--- src/rtl/rb_arb_if.sv ---
// rb_arb_if: bundle between the two requesters, the rb_arb arbiter and
// the 16x16 register bank (rb).
//   Requester side : req, rw, rs, wd, lock (in)  gnt, rvalid, ra, rb_o (out)
//   Register bank  : d_in, rw_in, rs_in (out)  a_out, b_out (in)
// Modports: master = requesters + rb model, slave = rb_arb.
interface rb_arb_if #(
   parameter int DW = 16,
   parameter int SW = 12
);
   logic [1:0]      req;
   logic [1:0]      rw;
   logic [2*SW-1:0] rs;
   logic [2*DW-1:0] wd;
   logic [1:0]      lock;
   logic [1:0]      gnt;
   logic [1:0]      rvalid;
   logic [DW-1:0]   ra;
   logic [DW-1:0]   rb_o;
   logic [DW-1:0]   d_in;
   logic            rw_in;
   logic [SW-1:0]   rs_in;
   logic [DW-1:0]   a_out;
   logic [DW-1:0]   b_out;

   modport master (
      output req, rw, rs, wd, lock, a_out, b_out,
      input  gnt, rvalid, ra, rb_o, d_in, rw_in, rs_in
   );

   modport slave (
      input  req, rw, rs, wd, lock, a_out, b_out,
      output gnt, rvalid, ra, rb_o, d_in, rw_in, rs_in
   );
endinterface

--- src/rtl/rb_arb.sv ---
// rb_arb: two-requester round-robin arbiter and 2-stage sequencer in
// front of the rb register bank.
//   clk   : system clock
//   rst   : synchronous active-high reset
//   bus   : rb_arb_if.slave
//           req/rw/rs/wd/lock in per requester, gnt (comb, one-hot),
//           rvalid/ra/rb_o completion, d_in/rw_in/rs_in to rb,
//           a_out/b_out from rb.
// Optional macro RB_ARB_LOCK_EN enables lock-based grant holding,
// bounded by MAX_LOCK consecutive locked accepts.
module rb_arb #(
   parameter int DW       = 16,
   parameter int SW       = 12,
   parameter int MAX_LOCK = 4
) (
   input logic     clk,
   input logic     rst,
   rb_arb_if.slave bus
);

   logic            r_last;
   logic [1:0]      w_rr;
   logic [1:0]      w_arb;
   logic [1:0]      w_gnt;
   logic [1:0]      w_last_oh;
   logic            w_acc;
   logic            w_own;
   logic            w_rw;
   logic [SW-1:0]   w_rs;
   logic [DW-1:0]   w_wd;

   logic            r_s1_v;
   logic            r_s1_own;
   logic            r_rw_in;
   logic [SW-1:0]   r_rs_in;
   logic [DW-1:0]   r_d_in;
   logic [1:0]      r_rvalid;
   logic [DW-1:0]   r_ra;
   logic [DW-1:0]   r_rb;

   assign w_last_oh = r_last ? 2'b10 : 2'b01;

   // Round-robin: on contention, favour the one not granted last.
   always_comb begin
      w_rr = 2'b00;
      unique case (bus.req)
         2'b01:   w_rr = 2'b01;
         2'b10:   w_rr = 2'b10;
         2'b11:   w_rr = r_last ? 2'b01 : 2'b10;
         default: w_rr = 2'b00;
      endcase
   end

`ifdef RB_ARB_LOCK_EN
   localparam logic [3:0] LP_MAX = 4'(MAX_LOCK);

   logic [3:0] r_cnt;
   logic       w_hold;
   logic       w_cap;

   // Locked owner keeps the grant unless it has used up its quota
   // and the other side is waiting.
   assign w_hold = bus.req[r_last] & bus.lock[r_last];
   assign w_cap  = (r_cnt >= LP_MAX) & bus.req[~r_last];
   assign w_arb  = (w_hold & ~w_cap) ? w_last_oh : w_rr;

   always_ff @(posedge clk) begin
      if (rst) begin
         r_cnt <= '0;
      end else if (w_acc) begin
         if (!bus.lock[w_own])
            r_cnt <= '0;
         else if ((w_own != r_last) || (r_cnt >= LP_MAX))
            r_cnt <= 4'd1;
         else
            r_cnt <= r_cnt + 4'd1;
      end else if (!bus.lock[r_last]) begin
         r_cnt <= '0;
      end
   end
`else
   logic w_unused;
   assign w_unused = ^bus.lock;
   assign w_arb    = w_rr;
`endif

   assign w_gnt = rst ? 2'b00 : w_arb;
   assign w_acc = |(bus.req & w_gnt);
   assign w_own = w_gnt[1];
   assign w_rw  = w_own ? bus.rw[1] : bus.rw[0];
   assign w_rs  = w_own ? bus.rs[2*SW-1:SW] : bus.rs[SW-1:0];
   assign w_wd  = w_own ? bus.wd[2*DW-1:DW] : bus.wd[DW-1:0];

   // Stage 1 drives rb; stage 2 holds rb read data and the ack.
   always_ff @(posedge clk) begin
      if (rst) begin
         r_last   <= 1'b1;
         r_s1_v   <= 1'b0;
         r_s1_own <= 1'b0;
         r_rw_in  <= 1'b0;
         r_rs_in  <= '0;
         r_d_in   <= '0;
         r_rvalid <= 2'b00;
         r_ra     <= '0;
         r_rb     <= '0;
      end else begin
         if (w_acc)
            r_last <= w_own;
         r_s1_v   <= w_acc;
         r_s1_own <= w_own;
         r_rw_in  <= w_acc & w_rw;
         r_rs_in  <= w_acc ? w_rs : '0;
         r_d_in   <= w_acc ? w_wd : '0;
         r_rvalid <= r_s1_v ? (r_s1_own ? 2'b10 : 2'b01) : 2'b00;
         if (r_s1_v) begin
            r_ra <= bus.a_out;
            r_rb <= bus.b_out;
         end
      end
   end

   assign bus.gnt    = w_gnt;
   assign bus.rvalid = r_rvalid;
   assign bus.ra     = r_ra;
   assign bus.rb_o   = r_rb;
   assign bus.d_in   = r_d_in;
   assign bus.rw_in  = r_rw_in;
   assign bus.rs_in  = r_rs_in;

endmodule

--- src/flat_wrapper.sv ---
// flat-port wrapper written by rule: the top's interface ports become plain ports
module rb_arb_flat 
#(
   parameter int DW       = 16,
   parameter int SW       = 12,
   parameter int MAX_LOCK = 4
)
  (clk, rst, bus_req, bus_rw, bus_rs, bus_wd, bus_lock, bus_a_out, bus_b_out, bus_gnt, bus_rvalid, bus_ra, bus_rb_o, bus_d_in, bus_rw_in, bus_rs_in);
  rb_arb_if #(.DW(DW), .SW(SW)) bus_i ();
  input logic clk;
  input logic rst;
  input wire logic [$bits(bus_i.req)-1:0] bus_req;
  input wire logic [$bits(bus_i.rw)-1:0] bus_rw;
  input wire logic [$bits(bus_i.rs)-1:0] bus_rs;
  input wire logic [$bits(bus_i.wd)-1:0] bus_wd;
  input wire logic [$bits(bus_i.lock)-1:0] bus_lock;
  input wire logic [$bits(bus_i.a_out)-1:0] bus_a_out;
  input wire logic [$bits(bus_i.b_out)-1:0] bus_b_out;
  output wire logic [$bits(bus_i.gnt)-1:0] bus_gnt;
  output wire logic [$bits(bus_i.rvalid)-1:0] bus_rvalid;
  output wire logic [$bits(bus_i.ra)-1:0] bus_ra;
  output wire logic [$bits(bus_i.rb_o)-1:0] bus_rb_o;
  output wire logic [$bits(bus_i.d_in)-1:0] bus_d_in;
  output wire logic [$bits(bus_i.rw_in)-1:0] bus_rw_in;
  output wire logic [$bits(bus_i.rs_in)-1:0] bus_rs_in;
  assign bus_i.req = bus_req;
  assign bus_i.rw = bus_rw;
  assign bus_i.rs = bus_rs;
  assign bus_i.wd = bus_wd;
  assign bus_i.lock = bus_lock;
  assign bus_i.a_out = bus_a_out;
  assign bus_i.b_out = bus_b_out;
  assign bus_gnt = bus_i.gnt;
  assign bus_rvalid = bus_i.rvalid;
  assign bus_ra = bus_i.ra;
  assign bus_rb_o = bus_i.rb_o;
  assign bus_d_in = bus_i.d_in;
  assign bus_rw_in = bus_i.rw_in;
  assign bus_rs_in = bus_i.rs_in;
  rb_arb #(.DW(DW), .SW(SW), .MAX_LOCK(MAX_LOCK)) u_core (.clk(clk), .rst(rst), .bus(bus_i));
endmodule
--- config.mk ---
export PLATFORM = sky130hd
export DESIGN_NAME = rb_arb_flat
export DESIGN_NICKNAME = d
export VERILOG_FILES = /design/src/rtl/rb_arb_if.sv /design/src/rtl/rb_arb.sv /design/src/flat_wrapper.sv
export SDC_FILE = /design/constraint.sdc
export NUM_CORES = 1
export LEC_CHECK = 0
export ABC_AREA = 1
export ABC_CLOCK_PERIOD_IN_PS = 1070
export CORE_UTILIZATION = 30
export CTS_CLUSTER_DIAMETER = 200
export DETAILED_ROUTE_END_ITERATION = 7
export PLACE_DENSITY = 0.65
export SETUP_SLACK_MARGIN = 0.2
export SYNTH_ARGS = -nofsm -noshare
export SYNTH_HDL_FRONTEND = slang
export SYNTH_SLANG_ARGS = --single-unit
--- constraint.sdc ---
create_clock -name clk -period 1.07 [get_ports clk]
set_input_delay 0.1605 -clock clk [delete_from_list [all_inputs] [get_ports clk]]
set_output_delay 0.1605 -clock clk [all_outputs]
set_load 0.03 [all_outputs]
==> results of run 1 <==
==> worst reg2reg max path: stages (launching register included) <==
cell and delay [ns]:
dfxtp_2 0.34, nand2_4 0.09, nand3_4 0.10, buf_12 0.18, buf_12 0.13, buf_8 0.13, nand2_2 0.06, inv_2 0.03
nor2_1 0.08
==> worst paths after layout <==
kind | slack, ns | cells past startpoint | startpoint | endpoint
worst min register to register | 0.43 | 1 | u_core.r_s1_own | u_core.bus.rvalid[0]
worst max register to register | -0.12 | 8 | u_core.r_last | u_core.bus.d_in[7]
worst min-delay path | 0.29 | 3 | rst | u_core.bus.rvalid[0]
worst max-delay path | -0.18 | 4 | u_core.r_last | bus_gnt[0]
==> where the power goes <==
| group | internal (uW) | leakage (uW) | switching (uW) | total, uW |
|---|---|---|---|---|
| registers | 2670 | 0.000567 | 119 | 2780 |
| clock network | 1120 | 0.0000962 | 894 | 2020 |
| logic | 1040 | 0.00182 | 992 | 2030 |
==> what timing repair did <==
item / CTS / global route
buffers inserted: 5 / 1
gates cloned: 5 / 4
gates resized for setup: 192 / 163
pin swaps: 20 / 26
endpoints found under the setup margin: 128 / 127
==> registers in the layout, indices dropped and copies added (netlist names) <==
register / count
u_core.bus.rs_in: 12
u_core.bus.rvalid: 2
u_core.bus.ra: 16
u_core.bus.rw_in: 1
u_core.r_s1_v: 1
u_core.bus.rb_o: 16
u_core.bus.d_in: 16
u_core.r_last: 1
u_core.r_s1_own: 1
==> area by class of cell <==
type / instances / area, um^2 / share of cell area
inverters: 62 / 249 / 0.0450
flip-flops and latches: 66 / 1410 / 0.254
clock inverters: 3 / 40.0 / 0.00723
repair buffers: 185 / 2180 / 0.394
clock buffers: 12 / 145 / 0.0262
well taps: 105 / 131 / 0.0237
multi-input cells: 193 / 1390 / 0.250
==> metrics by stage <==
stage               hold WS (ns)  utilization  cells
floorplan                  0.239            -    339
global placement           0.408        0.506    596
detailed placement         0.429        0.506    596
CTS                        0.286        0.606    621
global route               0.292        0.677    626
finish                     0.291        0.677    626
==> cell usage in the layout (no fill, tap or decap) <==
cell | Yosys | layout
and3_1 | 1 | 1
bufinv_16 | 0 | 1
nand2_2 | 8 | 8
buf_16 | 0 | 5
clkinvlp_4 | 0 | 1
buf_12 | 0 | 10
o21ai_2 | 0 | 14
dfxtp_1 | 66 | 1
nor2_4 | 1 | 33
nor2_1 | 93 | 41
clkinv_8 | 0 | 1
nor2_2 | 1 | 21
o21ai_4 | 0 | 1
dfxtp_2 | 0 | 64
buf_4 | 3 | 3
clkbuf_1 | 5 | 2
clkinv_2 | 0 | 2
buf_8 | 0 | 1
o21ai_1 | 6 | 35
clkdlybuf4s50_1 | 0 | 90
nand3_4 | 1 | 1
dfxtp_4 | 0 | 1
and2_4 | 0 | 1
nand2_4 | 0 | 23
inv_2 | 1 | 28
buf_6 | 3 | 69
o21ai_0 | 56 | 12
dlygate4sd2_1 | 0 | 3
clkbuf_16 | 0 | 4
nor3_2 | 0 | 1
nand2_1 | 24 | 1
clkbuf_8 | 0 | 10
inv_1 | 61 | 32
==> layer usage <==
metal,GRT usage,routed length (um),up-vias
met5,0,0,-
met4,0.0808,227,0
met3,0.0602,670,20
met2,0.341,4700,103
met1,0.220,3390,1297
li1,-,-,1374
==> logic make-up after synthesis <==
family | count (synthesis)
AND/OR/NAND/NOR | 131
flip-flops | 66
buffers and inverters | 80
AO/OA/AOI/OAI | 62
==> impl_metrics.py, run 1 <==
metrics = {
    "critical_path": {
        "worst-endpoint-required_ns": 0.91,
        "arrival_ns": 1.09,
        "path_cells": "nand2_4 -> nand2_4 -> and2_4 -> buf_6",
        "path_class": "reg2out",
        "worst-path-max-fanout": 3,
        "cp-start-kind": "register",
        "critical-path-max-stage-delay_ns": 0.36,
        "critical_path.top_delay_family": "flip-flops",
        "crit_buf_inv": 1,
        "worstSetupEndpointType": "primary output",
        "timing.critical_path.mode_cell": "nand2_4",
        "crit_slowest_cell": "dfxtp_2",
    },
    "floorplan": {
        "fp.dieH_um": 93.6,
        "floorplan.core_area_um2": 8180,
        "io_pins": 161,
        "number_of_placement_rows": 33,
        "die_x_um": 93.6,
        "floorplan.initialDensity": 0.308,
        "die_footprint_um2": 8760,
    },
    "power": {
        "powerDensity_nw_per_um2": 1230,
        "totalPowerFinal_uw": 6830,
        "power_leakage_uw": 0.00248,
        "worst_vdd_rail_ir_drop_mv": 0.708,
    },
    "timing": {
        "final_critical_path_setup_slack_ns": -0.179,
        "timing.final.hold_violations": 0,
        "max_clock_skew_ns": 0.00565,
        "setup_repair_after_global_routing_missed_its_margin": "true",
        "final.min_clock_period_ns": 1.25,
        "tightest_slew_ns": 0.283,
        "clock.fmax_mhz": 800,
        "setup_violations": 29,
        "final.setup.tns_ns": -1.80,
        "report.final.slew_viol_count": 0,
        "max_slew_margin": 0.811,
        "fin_crit_sh": 1.17,
    },
    "clock_network": {
        "clk_transition_reported_paths_ns": 0.07,
        "clkLatencyLatePin_ns": 0.32,
        "htree_levels": 3,
        "cts_buffers": 9,
        "postCtsHoldBufs": 0,
        "tritoncts_num_sinks": 66,
        "cts-root-to-sink-buffers": 2,
        "tritoncts_clock_tree": "built",
        "root_buffer": "clkbuf_8",
    },
    "synth": {
        "synthAdderAreaFrac": 0,
        "netlist_top_cells_count": "nor2_1, dfxtp_1, inv_1",
        "synth_top_family_by_area": "simple AND/OR/NAND/NOR gates",
        "netlist_area_um2": 2520,
        "postSynthCellCount": 339,
        "synth.yosys.seq_area_share": 0.525,
        "synth_async_sr_flop_share": 0,
        "share_of_the_synthesized_netlist_area_taken_by_xor_and_xnor_gates": 0,
        "netlist.top_cell.by_area": "dfxtp_1",
        "synth_enable_flop_cells": 0,
        "muxShareOfSynthArea": 0,
        "syn_nets": 435,
        "yosys-top-cells-area": "dfxtp_1, nor2_1, o21ai_0",
        "synth_largest_type_area_fraction": 0.525,
        "synthesis.area_per_instance_um2": 7.42,
        "yosys_warnings": 0,
        "synth_simple_gate_area_frac": 0.215,
        "post_synth_num_cell_types": 19,
        "post-synth-top-count-cell": "nor2_1",
        "ys_seq_elements": 66,
        "synth_area_in_compound_gates": 0.123,
        "synth_flop_cell": "dfxtp_1",
    },
    "final_layout": {
        "final_design_area_no_fill_um2": 5540,
        "antenna_cells": 0,
        "synthToLayoutAreaGrowth_pct": 120,
        "filler_cell_count": 627,
        "drive_gt1_frac": 0.582,
        "finalNetCount": 613,
    },
    "place": {
        "gp_routability_congestion": 0.750,
        "postPlaceCellArea_um2": 4140,
        "dpl_hpwl_um": 5120,
        "dp_slack_ns": -0.341,
        "placement.io_buffers": 158,
    },
    "status": {
        "run_status": "finished with violations",
        "violations": "setup timing",
    },
    "detailed_routing": {
        "drt-vias-per-instance": 4.46,
        "dr_drc_count": 0,
        "postRouteAntennaNets": 0,
        "dr.pass1.iters": 4,
        "routed_wl_um": 8990,
        "vias": 2794,
        "avgRoutedWirePerCell_um": 14.4,
        "detailedRoute.firstIterationViolations": 62,
    },
    "global_routing": {
        "overflow": 0,
        "antenna_found_initial": 0,
        "largest_net_degree_at_the_start_of_global_routing": 35,
        "first_global_vias": 2808,
        "global_route_wire_length_before_repair_um": 13200,
        "globalRouteTotalUtil": 0.195,
    },
    "job": {
        "cap_viol_max_count": 0,
    },
    "min_path": {
        "hp-class": "in2reg",
    },
}
Power figures use the tool's default switching activity.
==> run 2, diff against run 1 <==
CTS_BUF_LIST = sky130_fd_sc_hd__clkbuf_4 sky130_fd_sc_hd__clkbuf_8 sky130_fd_sc_hd__clkbuf_16   (was not set)
PLACE_DENSITY = 0.74   (was 0.65)
==> run 2 against run 1 <==
Compared with the run above:
- the run still ends with setup timing left
- worst hold slack improved by 0.077 ns
- utilization fell by 4.1 points
- final area down 6.1%
==> impl_metrics.py, run 2 (same netlist as run 1, synthesis figures left out) <==
metrics = {
    "clock_network": {
        "cts_buffers": 9,
        "postCtsHoldBufs": 0,
        "htree_levels": 3,
        "root_buffer": "clkbuf_8",
        "tritoncts_num_sinks": 66,
        "tritoncts_clock_tree": "built",
        "clkLatencyLatePin_ns": 0.33,
        "cts-root-to-sink-buffers": 2,
        "clk_transition_reported_paths_ns": 0.07,
    },
    "place": {
        "dpl_hpwl_um": 5210,
        "gp_routability_congestion": 0.745,
        "placement.io_buffers": 158,
    },
    "status": {
        "violations": "setup timing",
        "run_status": "finished with violations",
    },
    "detailed_routing": {
        "postRouteAntennaNets": 0,
        "drt-vias-per-instance": 4.43,
        "avgRoutedWirePerCell_um": 13.8,
        "routed_wl_um": 8550,
        "vias": 2748,
        "dr_drc_count": 0,
        "dr.pass1.iters": 4,
        "detailedRoute.firstIterationViolations": 55,
    },
    "global_routing": {
        "globalRouteTotalUtil": 0.184,
        "antenna_found_initial": 0,
        "overflow": 0,
        "largest_net_degree_at_the_start_of_global_routing": 31,
        "first_global_vias": 2660,
        "global_route_wire_length_before_repair_um": 12400,
    },
    "final_layout": {
        "drive_gt1_frac": 0.516,
        "synthToLayoutAreaGrowth_pct": 107,
        "antenna_cells": 0,
        "most-common-layout-cells": "clkdlybuf4s50_1, nor2_1, buf_6",
        "multi_input_comb_area_um2": 1200,
        "ff_latch_area_um2": 1410,
        "layout_commonest_cell": "clkdlybuf4s50_1",
        "filler_cell_count": 638,
        "finalNetCount": 607,
    },
    "floorplan": {
        "floorplan.core_area_um2": 8180,
        "io_pins": 161,
        "number_of_placement_rows": 33,
        "floorplan.initialDensity": 0.308,
        "die_x_um": 93.6,
        "die_footprint_um2": 8760,
        "fp.dieH_um": 93.6,
    },
    "power": {
        "switchingPower_uw": 2020,
        "power_leakage_uw": 0.00241,
        "share_clk_of_total_power": 0.306,
        "comb_power_share": 0.279,
        "seqPwrFrac": 0.414,
        "netSwitchingFraction": 0.301,
        "powerDensity_nw_per_um2": 1290,
        "totalPowerFinal_uw": 6710,
        "worst_vdd_rail_ir_drop_mv": 0.811,
        "internal_portion_of_total_power_uw": 4690,
    },
    "critical_path": {
        "path_class": "reg2out",
        "rr_endpoint": "u_core.bus.rs_in[3]",
        "r2r_start": "u_core.r_last",
        "arrival_ns": 1.06,
        "rr_worst_depth": 6,
        "ff2ff_setup_slack_ns": -0.11,
        "worst-path-max-fanout": 3,
        "worst-endpoint-required_ns": 0.91,
        "worstSetupEndpointType": "primary output",
        "cp-start-kind": "register",
    },
    "timing": {
        "fin_crit_sh": 1.14,
        "final_critical_path_setup_slack_ns": -0.154,
        "max_slew_margin": 0.808,
        "setup_repair_after_global_routing_missed_its_margin": "true",
        "tightest_slew_ns": 0.288,
        "timing.final.hold_violations": 0,
        "hold-worst-slack_ns": 0.368,
        "report.final.slew_viol_count": 0,
        "max_clock_skew_ns": 0.00486,
        "final.min_clock_period_ns": 1.22,
        "clock.fmax_mhz": 817,
        "setup_violations": 18,
    },
    "min_path": {
        "hold_path_end": "u_core.bus.rvalid[0]",
        "hp-class": "in2reg",
        "hold_path_depth": 3,
        "hold_start": "rst",
    },
    "job": {
        "cap_viol_max_count": 0,
    },
}
-- run 2: cell count changes in the layout (fill, tap and decap cells not counted), sizes merged --
cell,before,now
clkbuf,16,12
clkinvlp,1,2
bufbuf,0,1
clkinv,3,5
buf,88,82
inv,60,61
-- run 2: worst max path at each step --
stage / start / to / slack [ns] / cells after the start
detailed placement: rst / u_core.bus.d_in[13] / -0.36 / 7
floorplan: u_core.r_last / bus_gnt[1] / 0.13 / 4
global placement: bus_req[1] / bus_gnt[0] / -0.33 / 5
global route: u_core.r_last / bus_gnt[1] / -0.20 / 4
CTS: u_core.r_last / bus_gnt[0] / -0.18 / 4
finish: u_core.r_last / bus_gnt[1] / -0.15 / 4
-- run 2: final cells by class --
class / count / share of cell area
Clock buffer: 9 / 0.0238
Clock inverter: 7 / 0.0135
Inverter: 62 / 0.0464
Multi-Input combinational cell: 193 / 0.230
Sequential cell: 66 / 0.270
Tap cell: 105 / 0.0253
Timing Repair Buffer: 179 / 0.391
-- run 2: stage by stage --
stage / setup WS [ns] / area [um^2] / setup TNS (ns) / util / instances
after CTS: -0.179 / 4740 / -1.45 / 0.580 / 617
after detailed placement: -0.363 / 4100 / -19.33 / 0.501 / 596
final: -0.154 / 5200 / -1.51 / 0.636 / 621
after global placement: -0.334 / 4100 / -17.15 / 0.501 / 596
after global routing: -0.199 / 5200 / -2.63 / 0.636 / 621
after floorplan: 0.128 / 2540 / 0 / - / 339
-- run 2: what timing repair did --
| item | in CTS | in global routing |
|---|---|---|
| setup buffers | 3 | 1 |
| gates resized for setup | 161 | 143 |
| pin swaps | 3 | 35 |
| setup endpoints to repair | 129 | 127 |
| cloned | 2 | 3 |
-- run 2: power groups by stage --
| stage | registers [uW] | clock network [uW] | logic [uW] |
|---|---|---|---|
| 4_1_cts | 2760 | 2110 | 1620 |
| 2_1_floorplan | 3080 | 0 | 385 |
| 5_1_grt | 2800 | 2230 | 1990 |
| 3_5_place_dp | 2750 | 0 | 1430 |
| 6_report | 2780 | 2060 | 1880 |
| 3_3_place_gp | 2750 | 0 | 1410 |
-- run 2: layer usage --
metal,global-route usage,up-vias,wire length [um]
met1,0.199,1281,3150
li1,-,1366,-
met2,0.336,89,4770
met3,0.0463,12,479
met4,0.0782,0,147
met5,0,-,0
-- run 2: critical path, cell delays in order, from the launching register on --
cell and delay [ns]:
dfxtp_2 0.35, nand2_4 0.07, nand3_4 0.10, clkinvlp_4 0.09, buf_6 0.13
